File: src/rtl/gem_resync_pkg.sv
// Shared definitions for the GEM resync controller: FSM state encoding,
// chamber indices and a saturating byte-counter helper.
package gem_resync_pkg;

   typedef enum logic [2:0] {
      ST_IDLE      = 3'd0,
      ST_REQ       = 3'd1,
      ST_WAIT_DONE = 3'd2,
      ST_SETTLE    = 3'd3,
      ST_RETRY     = 3'd4
   } state_e;

   localparam logic CH_A = 1'b0;
   localparam logic CH_B = 1'b1;

   function automatic logic [7:0] sat_inc8(input logic [7:0] v);
      return (v == 8'hFF) ? v : v + 8'd1;
   endfunction

endpackage

File: src/rtl/gem_resync_debounce.sv
// Per-chamber loss-of-sync debounce: need asserts once the chamber has been
// out of sync on good links for HOLDOFF_CYC consecutive cycles.
module gem_resync_debounce
#(
   parameter int unsigned HOLDOFF_CYC = 8
) (
   input  logic clock,
   input  logic global_reset_n,
   input  logic synced,
   input  logic link_ok,
   input  logic fail,
   input  logic clr,
   output logic need
);
   import gem_resync_pkg::*;

   localparam int unsigned HW = $clog2(HOLDOFF_CYC + 1);
   localparam logic [HW-1:0] HOLD_V = HW'(HOLDOFF_CYC);

   logic [HW-1:0] cnt_r;
   logic [HW-1:0] cnt_nxt_s;
   logic          need_r;

   // Next holdoff count: clears on any healthy/ineligible cycle, saturates at HOLD_V.
   always_comb begin
      cnt_nxt_s = cnt_r;
      if (clr || synced || !link_ok || fail) begin
         cnt_nxt_s = {HW{1'b0}};
      end else if (cnt_r != HOLD_V) begin
         cnt_nxt_s = cnt_r + {{(HW-1){1'b0}}, 1'b1};
      end else begin
         cnt_nxt_s = cnt_r;
      end
   end

   // Holdoff counter and registered need flag.
   always_ff @(posedge clock or negedge global_reset_n) begin
      if (!global_reset_n) begin
         cnt_r  <= {HW{1'b0}};
         need_r <= 1'b0;
      end else begin
         cnt_r  <= cnt_nxt_s;
         need_r <= (cnt_nxt_s == HOLD_V);
      end
   end

   assign need = need_r;

endmodule

File: src/rtl/gem_resync_ctrl.sv
// GEM optical-link resync sequencer: debounces loss of sync per chamber,
// arbitrates one resync resource round-robin, retries and latches failures.
// Optional GEM_RESYNC_CTRL_STATS_EN adds per-chamber WAIT_DONE timeout counters.
module gem_resync_ctrl
   import gem_resync_pkg::*;
#(
   parameter int unsigned HOLDOFF_CYC = 8,
   parameter int unsigned TIMEOUT_CYC = 1024,
   parameter int unsigned SETTLE_CYC  = 64,
   parameter int unsigned MAX_RETRY   = 3,
   parameter int unsigned CNT_W       = 11
) (
   input  logic       clock,
   input  logic       global_reset_n,
   input  logic       enable,
   input  logic [3:0] link_good,
   input  logic       gemA_synced,
   input  logic       gemB_synced,
   input  logic       gemA_sync_done,
   input  logic       gemB_sync_done,
   input  logic       fail_clear,
   output logic       gemA_resync_req,
   output logic       gemB_resync_req,
   output logic       busy,
   output logic       gemA_fail,
   output logic       gemB_fail,
   output logic [7:0] resync_cnt,
`ifdef GEM_RESYNC_CTRL_STATS_EN
   output logic [7:0] gemA_timeout_cnt,
   output logic [7:0] gemB_timeout_cnt,
`endif
   output logic [2:0] fsm_state
);

   localparam int unsigned RW  = $clog2(MAX_RETRY + 1);
   localparam int unsigned RWP = RW + 1;
   localparam logic [RW:0]      RETRY_LIM    = RWP'(MAX_RETRY);
   localparam logic [CNT_W-1:0] TIMEOUT_LAST = CNT_W'(TIMEOUT_CYC - 1);
   localparam logic [CNT_W-1:0] SETTLE_LAST  = CNT_W'(SETTLE_CYC - 1);
   localparam logic [CNT_W-1:0] CNT_MAX      = {CNT_W{1'b1}};

   state_e           state_r, state_nxt_s;
   logic             sel_r, sel_nxt_s, ptr_r, ptr_nxt_s;
   logic [CNT_W-1:0] cyc_r, cyc_inc_s;
   logic             done_prev_r;
   logic [RW-1:0]    retry_a_r, retry_b_r;
   logic [RW:0]      retry_cur_s, retry_inc_s;
   logic             fail_a_r, fail_b_r;
   logic             need_a_s, need_b_s, elig_a_s, elig_b_s, clr_a_s, clr_b_s;
   logic             link_a_s, link_b_s, synced_sel_s, link_sel_s, done_sel_s, done_rise_s;
   logic             timeout_s, success_s, give_up_s;
   logic             req_a_r, req_b_r, busy_r;
   logic [7:0]       resync_cnt_r;

   assign link_a_s     = &link_good[1:0];
   assign link_b_s     = &link_good[3:2];
   assign elig_a_s     = need_a_s && !fail_a_r;
   assign elig_b_s     = need_b_s && !fail_b_r;
   assign synced_sel_s = (sel_r == CH_B) ? gemB_synced    : gemA_synced;
   assign link_sel_s   = (sel_r == CH_B) ? link_b_s       : link_a_s;
   assign done_sel_s   = (sel_r == CH_B) ? gemB_sync_done : gemA_sync_done;
   assign done_rise_s  = done_sel_s && !done_prev_r;
   assign retry_cur_s  = (sel_r == CH_B) ? {1'b0, retry_b_r} : {1'b0, retry_a_r};
   assign retry_inc_s  = retry_cur_s + {{RW{1'b0}}, 1'b1};
   assign cyc_inc_s    = (cyc_r == CNT_MAX) ? cyc_r : cyc_r + {{(CNT_W-1){1'b0}}, 1'b1};
   assign clr_a_s      = success_s && (sel_r == CH_A);
   assign clr_b_s      = success_s && (sel_r == CH_B);

   gem_resync_debounce #(.HOLDOFF_CYC(HOLDOFF_CYC)) u_deb_a (
      .clock(clock), .global_reset_n(global_reset_n), .synced(gemA_synced),
      .link_ok(link_a_s), .fail(fail_a_r), .clr(clr_a_s), .need(need_a_s)
   );

   gem_resync_debounce #(.HOLDOFF_CYC(HOLDOFF_CYC)) u_deb_b (
      .clock(clock), .global_reset_n(global_reset_n), .synced(gemB_synced),
      .link_ok(link_b_s), .fail(fail_b_r), .clr(clr_b_s), .need(need_b_s)
   );

   // Next-state, arbitration and sequence-event decode.
   always_comb begin
      state_nxt_s = state_r;
      sel_nxt_s   = sel_r;
      ptr_nxt_s   = ptr_r;
      timeout_s   = 1'b0;
      success_s   = 1'b0;
      give_up_s   = 1'b0;
      case (state_r)
         ST_IDLE: begin
            if (enable && (elig_a_s || elig_b_s)) begin
               state_nxt_s = ST_REQ;
               if (elig_a_s && elig_b_s) begin
                  sel_nxt_s = ptr_r;
                  ptr_nxt_s = ~ptr_r;
               end else if (elig_a_s) begin
                  sel_nxt_s = CH_A;
               end else begin
                  sel_nxt_s = CH_B;
               end
            end else begin
               state_nxt_s = ST_IDLE;
            end
         end
         ST_REQ: state_nxt_s = ST_WAIT_DONE;
         ST_WAIT_DONE: begin
            if (done_rise_s) begin
               state_nxt_s = ST_SETTLE;
            end else if (cyc_r >= TIMEOUT_LAST) begin
               state_nxt_s = ST_RETRY;
               timeout_s   = 1'b1;
            end else begin
               state_nxt_s = ST_WAIT_DONE;
            end
         end
         ST_SETTLE: begin
            if (!synced_sel_s || !link_sel_s) begin
               state_nxt_s = ST_RETRY;
            end else if (cyc_r >= SETTLE_LAST) begin
               state_nxt_s = ST_IDLE;
               success_s   = 1'b1;
            end else begin
               state_nxt_s = ST_SETTLE;
            end
         end
         ST_RETRY: begin
            if (retry_inc_s >= RETRY_LIM) begin
               state_nxt_s = ST_IDLE;
               give_up_s   = 1'b1;
            end else begin
               state_nxt_s = ST_REQ;
            end
         end
         default: state_nxt_s = ST_IDLE;
      endcase
   end

   // FSM state register.
   always_ff @(posedge clock or negedge global_reset_n) begin
      if (!global_reset_n) begin
         state_r <= ST_IDLE;
      end else begin
         state_r <= state_nxt_s;
      end
   end

   // Selection, cycle counter, done-edge history and registered outputs.
   always_ff @(posedge clock or negedge global_reset_n) begin
      if (!global_reset_n) begin
         sel_r        <= CH_A;
         ptr_r        <= CH_A;
         busy_r       <= 1'b0;
         req_a_r      <= 1'b0;
         req_b_r      <= 1'b0;
         cyc_r        <= {CNT_W{1'b0}};
         done_prev_r  <= 1'b0;
         resync_cnt_r <= 8'd0;
      end else begin
         sel_r   <= sel_nxt_s;
         ptr_r   <= ptr_nxt_s;
         busy_r  <= (state_nxt_s != ST_IDLE);
         req_a_r <= (state_r == ST_REQ) && (sel_r == CH_A);
         req_b_r <= (state_r == ST_REQ) && (sel_r == CH_B);
         case (state_r)
            ST_REQ:       cyc_r <= {CNT_W{1'b0}};
            ST_WAIT_DONE: cyc_r <= done_rise_s ? {CNT_W{1'b0}} : cyc_inc_s;
            ST_SETTLE:    cyc_r <= cyc_inc_s;
            default:      cyc_r <= cyc_r;
         endcase
         if ((state_r == ST_REQ) || (state_r == ST_WAIT_DONE)) begin
            done_prev_r <= done_sel_s;
         end
         if (state_r == ST_REQ) begin
            resync_cnt_r <= sat_inc8(resync_cnt_r);
         end
      end
   end

   // Retry counts and failure latches; fail_clear never disturbs the FSM.
   always_ff @(posedge clock or negedge global_reset_n) begin
      if (!global_reset_n) begin
         retry_a_r <= {RW{1'b0}};
         retry_b_r <= {RW{1'b0}};
         fail_a_r  <= 1'b0;
         fail_b_r  <= 1'b0;
      end else if (fail_clear) begin
         retry_a_r <= {RW{1'b0}};
         retry_b_r <= {RW{1'b0}};
         fail_a_r  <= 1'b0;
         fail_b_r  <= 1'b0;
      end else if (state_r == ST_RETRY) begin
         if (sel_r == CH_B) begin
            retry_b_r <= retry_inc_s[RW-1:0];
            fail_b_r  <= fail_b_r | give_up_s;
         end else begin
            retry_a_r <= retry_inc_s[RW-1:0];
            fail_a_r  <= fail_a_r | give_up_s;
         end
      end else if (success_s) begin
         if (sel_r == CH_B) begin
            retry_b_r <= {RW{1'b0}};
         end else begin
            retry_a_r <= {RW{1'b0}};
         end
      end
   end

`ifdef GEM_RESYNC_CTRL_STATS_EN
   logic [7:0] tmo_a_r, tmo_b_r;

   // Timeout statistics survive fail_clear; only reset clears them.
   always_ff @(posedge clock or negedge global_reset_n) begin
      if (!global_reset_n) begin
         tmo_a_r <= 8'd0;
         tmo_b_r <= 8'd0;
      end else if (timeout_s) begin
         if (sel_r == CH_B) begin
            tmo_b_r <= sat_inc8(tmo_b_r);
         end else begin
            tmo_a_r <= sat_inc8(tmo_a_r);
         end
      end
   end

   assign gemA_timeout_cnt = tmo_a_r;
   assign gemB_timeout_cnt = tmo_b_r;
`endif

   assign gemA_resync_req = req_a_r;
   assign gemB_resync_req = req_b_r;
   assign busy            = busy_r;
   assign gemA_fail       = fail_a_r;
   assign gemB_fail       = fail_b_r;
   assign resync_cnt      = resync_cnt_r;
   assign fsm_state       = state_r;

endmodule
File: config.mk
export PLATFORM = sky130hd
export DESIGN_NAME = gem_resync_ctrl
export DESIGN_NICKNAME = d
export VERILOG_FILES = /design/src/rtl/gem_resync_pkg.sv /design/src/rtl/gem_resync_debounce.sv /design/src/rtl/gem_resync_ctrl.sv
export SDC_FILE = /design/constraint.sdc
export NUM_CORES = 1
export LEC_CHECK = 0
export ABC_AREA = 1
export BUFFER_PORTS_ARGS = -buffer_cell sky130_fd_sc_hd__buf_2
export CELL_PAD_IN_SITES_DETAIL_PLACEMENT = 1
export CELL_PAD_IN_SITES_GLOBAL_PLACEMENT = 1
export CORE_UTILIZATION = 35
export CTS_CLUSTER_SIZE = 12
export DETAILED_ROUTE_END_ITERATION = 8
export PLACE_DENSITY_LB_ADDON = 0.1
export SLEW_MARGIN = 20
export SYNTH_ARGS = -nofsm -noshare
export SYNTH_HDL_FRONTEND = slang
export SYNTH_SLANG_ARGS = --single-unit
File: constraint.sdc
create_clock -name clock -period 4.5 [get_ports clock]
set_input_delay 0.225 -clock clock [delete_from_list [all_inputs] [get_ports clock]]
set_output_delay 0.225 -clock clock [all_outputs]
set_load 0.01 [all_outputs]
==> impl_metrics.tcl, run 1 <==
set metrics [dict create \
    antenna_found_initial 0 \
    vias_per_cell 4.80 \
    maxCapViolCount 0 \
    synthCells 319 \
    dp_slack_ns 2.77 \
    finalWorstSetupSlack_ns 2.76 \
    finalCritPeriodShare 0.387 \
    status "complete, no violations" \
    cp-end-kind "flip-flop" \
    yosysTopAreaCellShare 0.459 \
    worst_clock_skew_ns 0.00745 \
    grt_start_max_net_pins 45 \
    leakagePower_nw 1.40 \
    min_period_ns 1.74 \
    drtPass1Iterations 6 \
    hpwl_um 4400 \
    synth.largest_area_cell "dfrtp_1" \
    timing.hold.ws_ns 0.166 \
    drive_gt1_frac 0.133 \
    io_buffers 27 \
    final_nets 371 \
    tightestPinTransition_ns 0.570 \
    hold_viol_final 0 \
    syn-num-nets 337 \
    drtIter0Drc 72 \
    yosys_register_bits 44 \
    grt_pass1_wl_um 9620 \
    grt-ovfl-total 0 \
    start_util 0.369 \
    avgSynthCellArea_um2 7.52 \
    clockRootBuffer "clkbuf_8" \
    peakVddDrop_uv 156 \
    vias 2062 \
    cts_buffer_depth 2 \
    startpoint_type "flip-flop" \
    fp.dieH_um 84.8 \
    drcViolationCount 0 \
    die_w_um 84.8 \
    clock_latency_ns 0.30 \
    grtUsageTotal 0.173 \
    setup_violations 0 \
    cts_setup_buffers 0 \
    die_area_um2 7190 \
    stdcell_area_um2 2710 \
    ant_nets 0 \
    core_um2 6490 \
    wl_per_cell_um 13.3 \
    first_global_vias 1992 \
    rows 29 \
    cts_htree_levels 2 \
    area_growth_pct 13.1 \
    syn_area_um2 2400 \
    rsz0062_at_grt "false" \
    fmax_ghz 0.574 \
    setup-tns-final_ns 0 \
    clk_pin_slew_ns 0.09 \
    slew_violations 0 \
    hp-class "in2reg" \
    ios 28 \
    cts_made_buffers 5 \
    place_congestion 0.782 \
    dpl_cell_area_um2 2620 \
    arrival_ns 1.93 \
    crit_type "reg2reg" \
    p_per_area_nw_per_um2 394 \
    yosys-top-cells-area "dfrtp_1 (46%), nand2_1 (14%), nor2_1 (7.2%)" \
    yosysWarnings 0 \
    yosysUniqueCellTypes 26 \
    wirelength_um 5700 \
    cts_sinks 44 \
    ys_seq_area_frac 0.459 \
    cts_tree "yes" \
    antenna_cells 0 \
    relSlewSlack 0.620 \
    crit_fanout 7 \
    required_ns 4.69 \
]
==> per-stage QoR <==
stage	total power, W	utilization	cells
detailed placement	0.000834	0.403	422
floorplan	0.000715	-	319
global placement	0.000829	0.403	422
CTS	0.00109	0.416	429
finish	0.00107	0.418	430
global route	0.00115	0.418	430
==> worst paths after layout <==
kind | start | cells after the start | slack (ns) | endpoint
min | fail_clear | 2 | 0.17 | gemB_fail
min in group asynchronous | global_reset_n | 2 | 0.46 | fsm_state[0]
max in group asynchronous | global_reset_n | 2 | 3.65 | u_deb_a.cnt_r[0]
max reg2reg | cyc_r[0] | 8 | 2.76 | cyc_r[1]
min reg2reg | ptr_r | 1 | 0.47 | ptr_r
max | cyc_r[0] | 8 | 2.76 | cyc_r[1]
==> state kept, by name, summed over array words and instances (netlist names), 2 cells and up <==
signal and cells:
retry_b_r 2, fsm_state 3, cyc_r 11, resync_cnt 8, retry_a_r 2, u_deb_a.cnt_r 4
u_deb_b.cnt_r 4
==> report_power, final <==
part           switching (W)  internal, W  total (W)
combinational       0.000215     0.000103   0.000319
clock               0.000141     0.000105   0.000246
sequential         0.0000557     0.000448   0.000503
==> worst max-delay path, stage by stage, from the launching register on <==
cell and delay (ns):
dfrtp_1 0.48, ha_1 0.21, nand2_1 0.09, nor2_1 0.14, nand3_1 0.13, nand2_1 0.22
inv_1 0.10, o21ai_0 0.19, nor2_1 0.06
==> cell usage after synthesis <==
cell type  instances
a31oi_1            1
o31ai_1            1
a21oi_4            1
nor3_2             2
nand2b_1           1
nor2_1            46
a31o_2             2
inv_2              4
a21oi_1            5
nor2_2             1
nand4_1            4
nand3_1           23
o21ai_2            1
o21ai_1            2
xnor2_1            3
or2_2              2
o211ai_1           2
buf_6              1
o32ai_1            1
nor3_1             9
nand2_1           91
o21ai_0           14
inv_1             43
xor2_1             9
dfrtp_1           44
ha_1               6
==> area by class of cell <==
cell class,instances,area (µm²)
Sequential cell,44,1100
Timing Repair Buffer,28,148
Multi-Input combinational cell,227,1110
Clock inverter,2,12.5
Fill cell,832,3780
Tap cell,77,96.3
Clock buffer,5,68.8
Inverter,47,176
==> layer usage <==
metal  vias up  routed length, µm  global-route usage
met2        24               2480               0.268
li1       1067                  -                   -
met3         4                143              0.0354
met5         -                  0                   0
met4         0                 67              0.0555
met1       967               3020               0.243
==> cell families (layout without fill, tap and decap cells) <==
family | Yosys count | after routing | synth area share
adders and majority gates | 6 | 6 | 0.0313
AOI/OAI and AO/OA | 30 | 30 | 0.0772
buffers and inverters | 48 | 82 | 0.0782
and+or+nand+nor | 179 | 179 | 0.310
DFF | 44 | 44 | 0.459
xor gates and xnor gates | 12 | 12 | 0.0438
==> layout by cell type (no fill, tap or decap), types with 3 or more instances in the layout <==
cell and n:
o21ai_0 14, ha_1 6, xor2_1 9, inv_2 4
clkbuf_8 5, dfrtp_1 44, nand4_1 4, nand3_1 23
nor2_1 46, xnor2_1 3, nand2_1 91, nor3_1 9
inv_1 43, a21oi_1 5, buf_2 26
==> timing repair <==
item / 4_1_cts / 5_1_grt
hold buffers: 0 / 1
gates resized for setup: 0 / 0
hold endpoints to repair: 0 / 44
(Power assumes the default switching activity.)
==> run 2, diff against run 1 <==
- clock period: 4.5 -> 1.4 ns (I/O delays scaled with it)
==> impl_metrics.tcl, run 2 (synthesis gave the netlist of run 1 again) <==
set metrics [dict create \
    status "finished, violations left" \
    violations "setup timing" \
    timing.hold.ws_ns 0.0436 \
    setup-tns-final_ns -0.411 \
    rows 29 \
    crit_slowest_cell "dfrtp_2" \
    drive_gt1_frac 0.440 \
    grtUsageTotal 0.219 \
    startpoint_type "flip-flop" \
    cpMostUsedCell "nand2_1" \
    drtIter0Drc 88 \
    fillers 803 \
    cts_sinks 44 \
    final_nets 431 \
    grt-ovfl-total 0 \
    multi_input_area_um2 1430 \
    grt_start_max_net_pins 45 \
    die_area_um2 7190 \
    peakVddDrop_uv 791 \
    crit_type "reg2reg" \
    core_um2 6490 \
    drtPass1Iterations 6 \
    top_register "cyc_r" \
    p_per_area_nw_per_um2 1340 \
    cts_tree "yes" \
    antenna_cells 0 \
    area_growth_pct 49.0 \
    worst_clock_skew_ns 0.0114 \
    fp.dieH_um 84.8 \
    leakagePower_nw 1.81 \
    required_ns 1.65 \
    stdcell_area_um2 3570 \
    finalWorstSetupSlack_ns -0.0770 \
    hold_viol_final 0 \
    final_cell_mix "nand2_1 (63), buf_4 (52), dfrtp_1 (38)" \
    wl_per_cell_um 15.8 \
    vias 2427 \
    layout_commonest_cell "nand2_1" \
    tightestPinTransition_ns 0.285 \
    clk_pin_slew_ns 0.10 \
    setup_violations 11 \
    regArea_um2 1110 \
    first_global_vias 2564 \
    ant_nets 0 \
    cp-end-kind "flip-flop" \
    largest_register_ffs 11 \
    fmax_ghz 0.677 \
    io_buffers 27 \
    hpwl_um 4900 \
    cts_htree_levels 2 \
    path_cells "nor2_2 > inv_2 > nor2_4 > nand2_1 > nor2_1 > nand3_1 > nand2_1" \
    hp-class "in2reg" \
    crit_fanout 4 \
    cts_made_buffers 5 \
    finalCritPeriodShare 1.05 \
    dp_slack_ns -0.262 \
    arrival_ns 1.72 \
    wirelength_um 7750 \
    slowest_delay_ns 0.46 \
    grt_pass1_wl_um 12300 \
    ios 28 \
    rsz0062_at_grt "true" \
    start_util 0.369 \
    place_congestion 0.809 \
    clockRootBuffer "clkbuf_8" \
    min_period_ns 1.48 \
    drcViolationCount 0 \
    slew_violations 0 \
    die_w_um 84.8 \
    vias_per_cell 4.94 \
    antenna_found_initial 0 \
    maxCapViolCount 0 \
    dpl_cell_area_um2 2960 \
    relSlewSlack 0.809 \
    cts_buffer_depth 2 \
    clock_latency_ns 0.31 \
]
==> run 2: changes by cell type in the layout (fill, tap and decap cells not counted), moves of 7 or more <==
cell     previous run  this run
buf_4               1        52
nand2_1            91        63
nand2_2             0        19
nor2_1             46        34
nand2_4             0         9
nand3_1            23        15
o21ai_0            14         6
buf_6               0         7
inv_1              43        36
==> run 2: worst paths after layout <==
| path | slack [ns] | endpoint | from | cells after the start |
|---|---|---|---|---|
| worst max register to register | -0.08 | retry_b_r[0] | fsm_state[1] | 7 |
| worst max-delay path | -0.08 | retry_b_r[0] | fsm_state[1] | 7 |
| worst min-delay path | 0.04 | gemA_fail | fail_clear | 2 |
| max in group asynchronous | 0.90 | sel_r | global_reset_n | 3 |
| worst min register to register | 0.49 | ptr_r | ptr_r | 1 |
| min in group asynchronous | 0.25 | cyc_r[5] | global_reset_n | 3 |
==> run 2: worst max-delay path: cells and delay by family, from the launching register on <==
kind / cells / cell delay, ns
and+or+nand+nor: 6 / 0.86
DFF: 1 / 0.46
buffers and inverters: 1 / 0.09
==> run 2: layout make-up <==
type / count / share of cell area
Tap cell: 77 / 0.0270
Timing Repair Buffer: 88 / 0.177
Multi-Input combinational cell: 227 / 0.399
Sequential cell: 44 / 0.310
Clock buffer: 6 / 0.0231
Clock inverter: 2 / 0.0109
Inverter: 47 / 0.0522
==> run 2: routing by layer <==
layer / part of all wire / global-route usage / vias to the layer above / wire (µm)
li1: - / - / 1188 / -
met1: 0.44 / 0.273 / 1170 / 3400
met2: 0.51 / 0.388 / 54 / 3940
met3: 0.028 / 0.0285 / 15 / 219
met4: 0.025 / 0.0786 / 0 / 191
met5: 0 / 0 / - / 0
==> run 2: power by group <==
part           switching (W)  leakage, nW  internal [W]  total [W]
Sequential          0.000161        0.589       0.00145    0.00161
Combinational        0.00116         1.16      0.000937    0.00210
Clock               0.000493       0.0614      0.000585    0.00108
==> run 2: timing repair <==
item                       4_1_cts  5_1_grt
setup endpoints to repair       26       31
gates cloned                     0        0
buffers inserted                10        7
hold endpoints to repair        44        0
pin swaps                       21       22
hold buffers                     1        0
resized for setup               53       61
==> run 2: stage by stage <==
stage          instances  utilization  power, W
6_report             491        0.550   0.00479
5_1_grt              491        0.550   0.00507
4_1_cts              484        0.513   0.00449
3_5_place_dp         465        0.456   0.00311
3_3_place_gp         465        0.456   0.00308
2_1_floorplan        319            -   0.00231
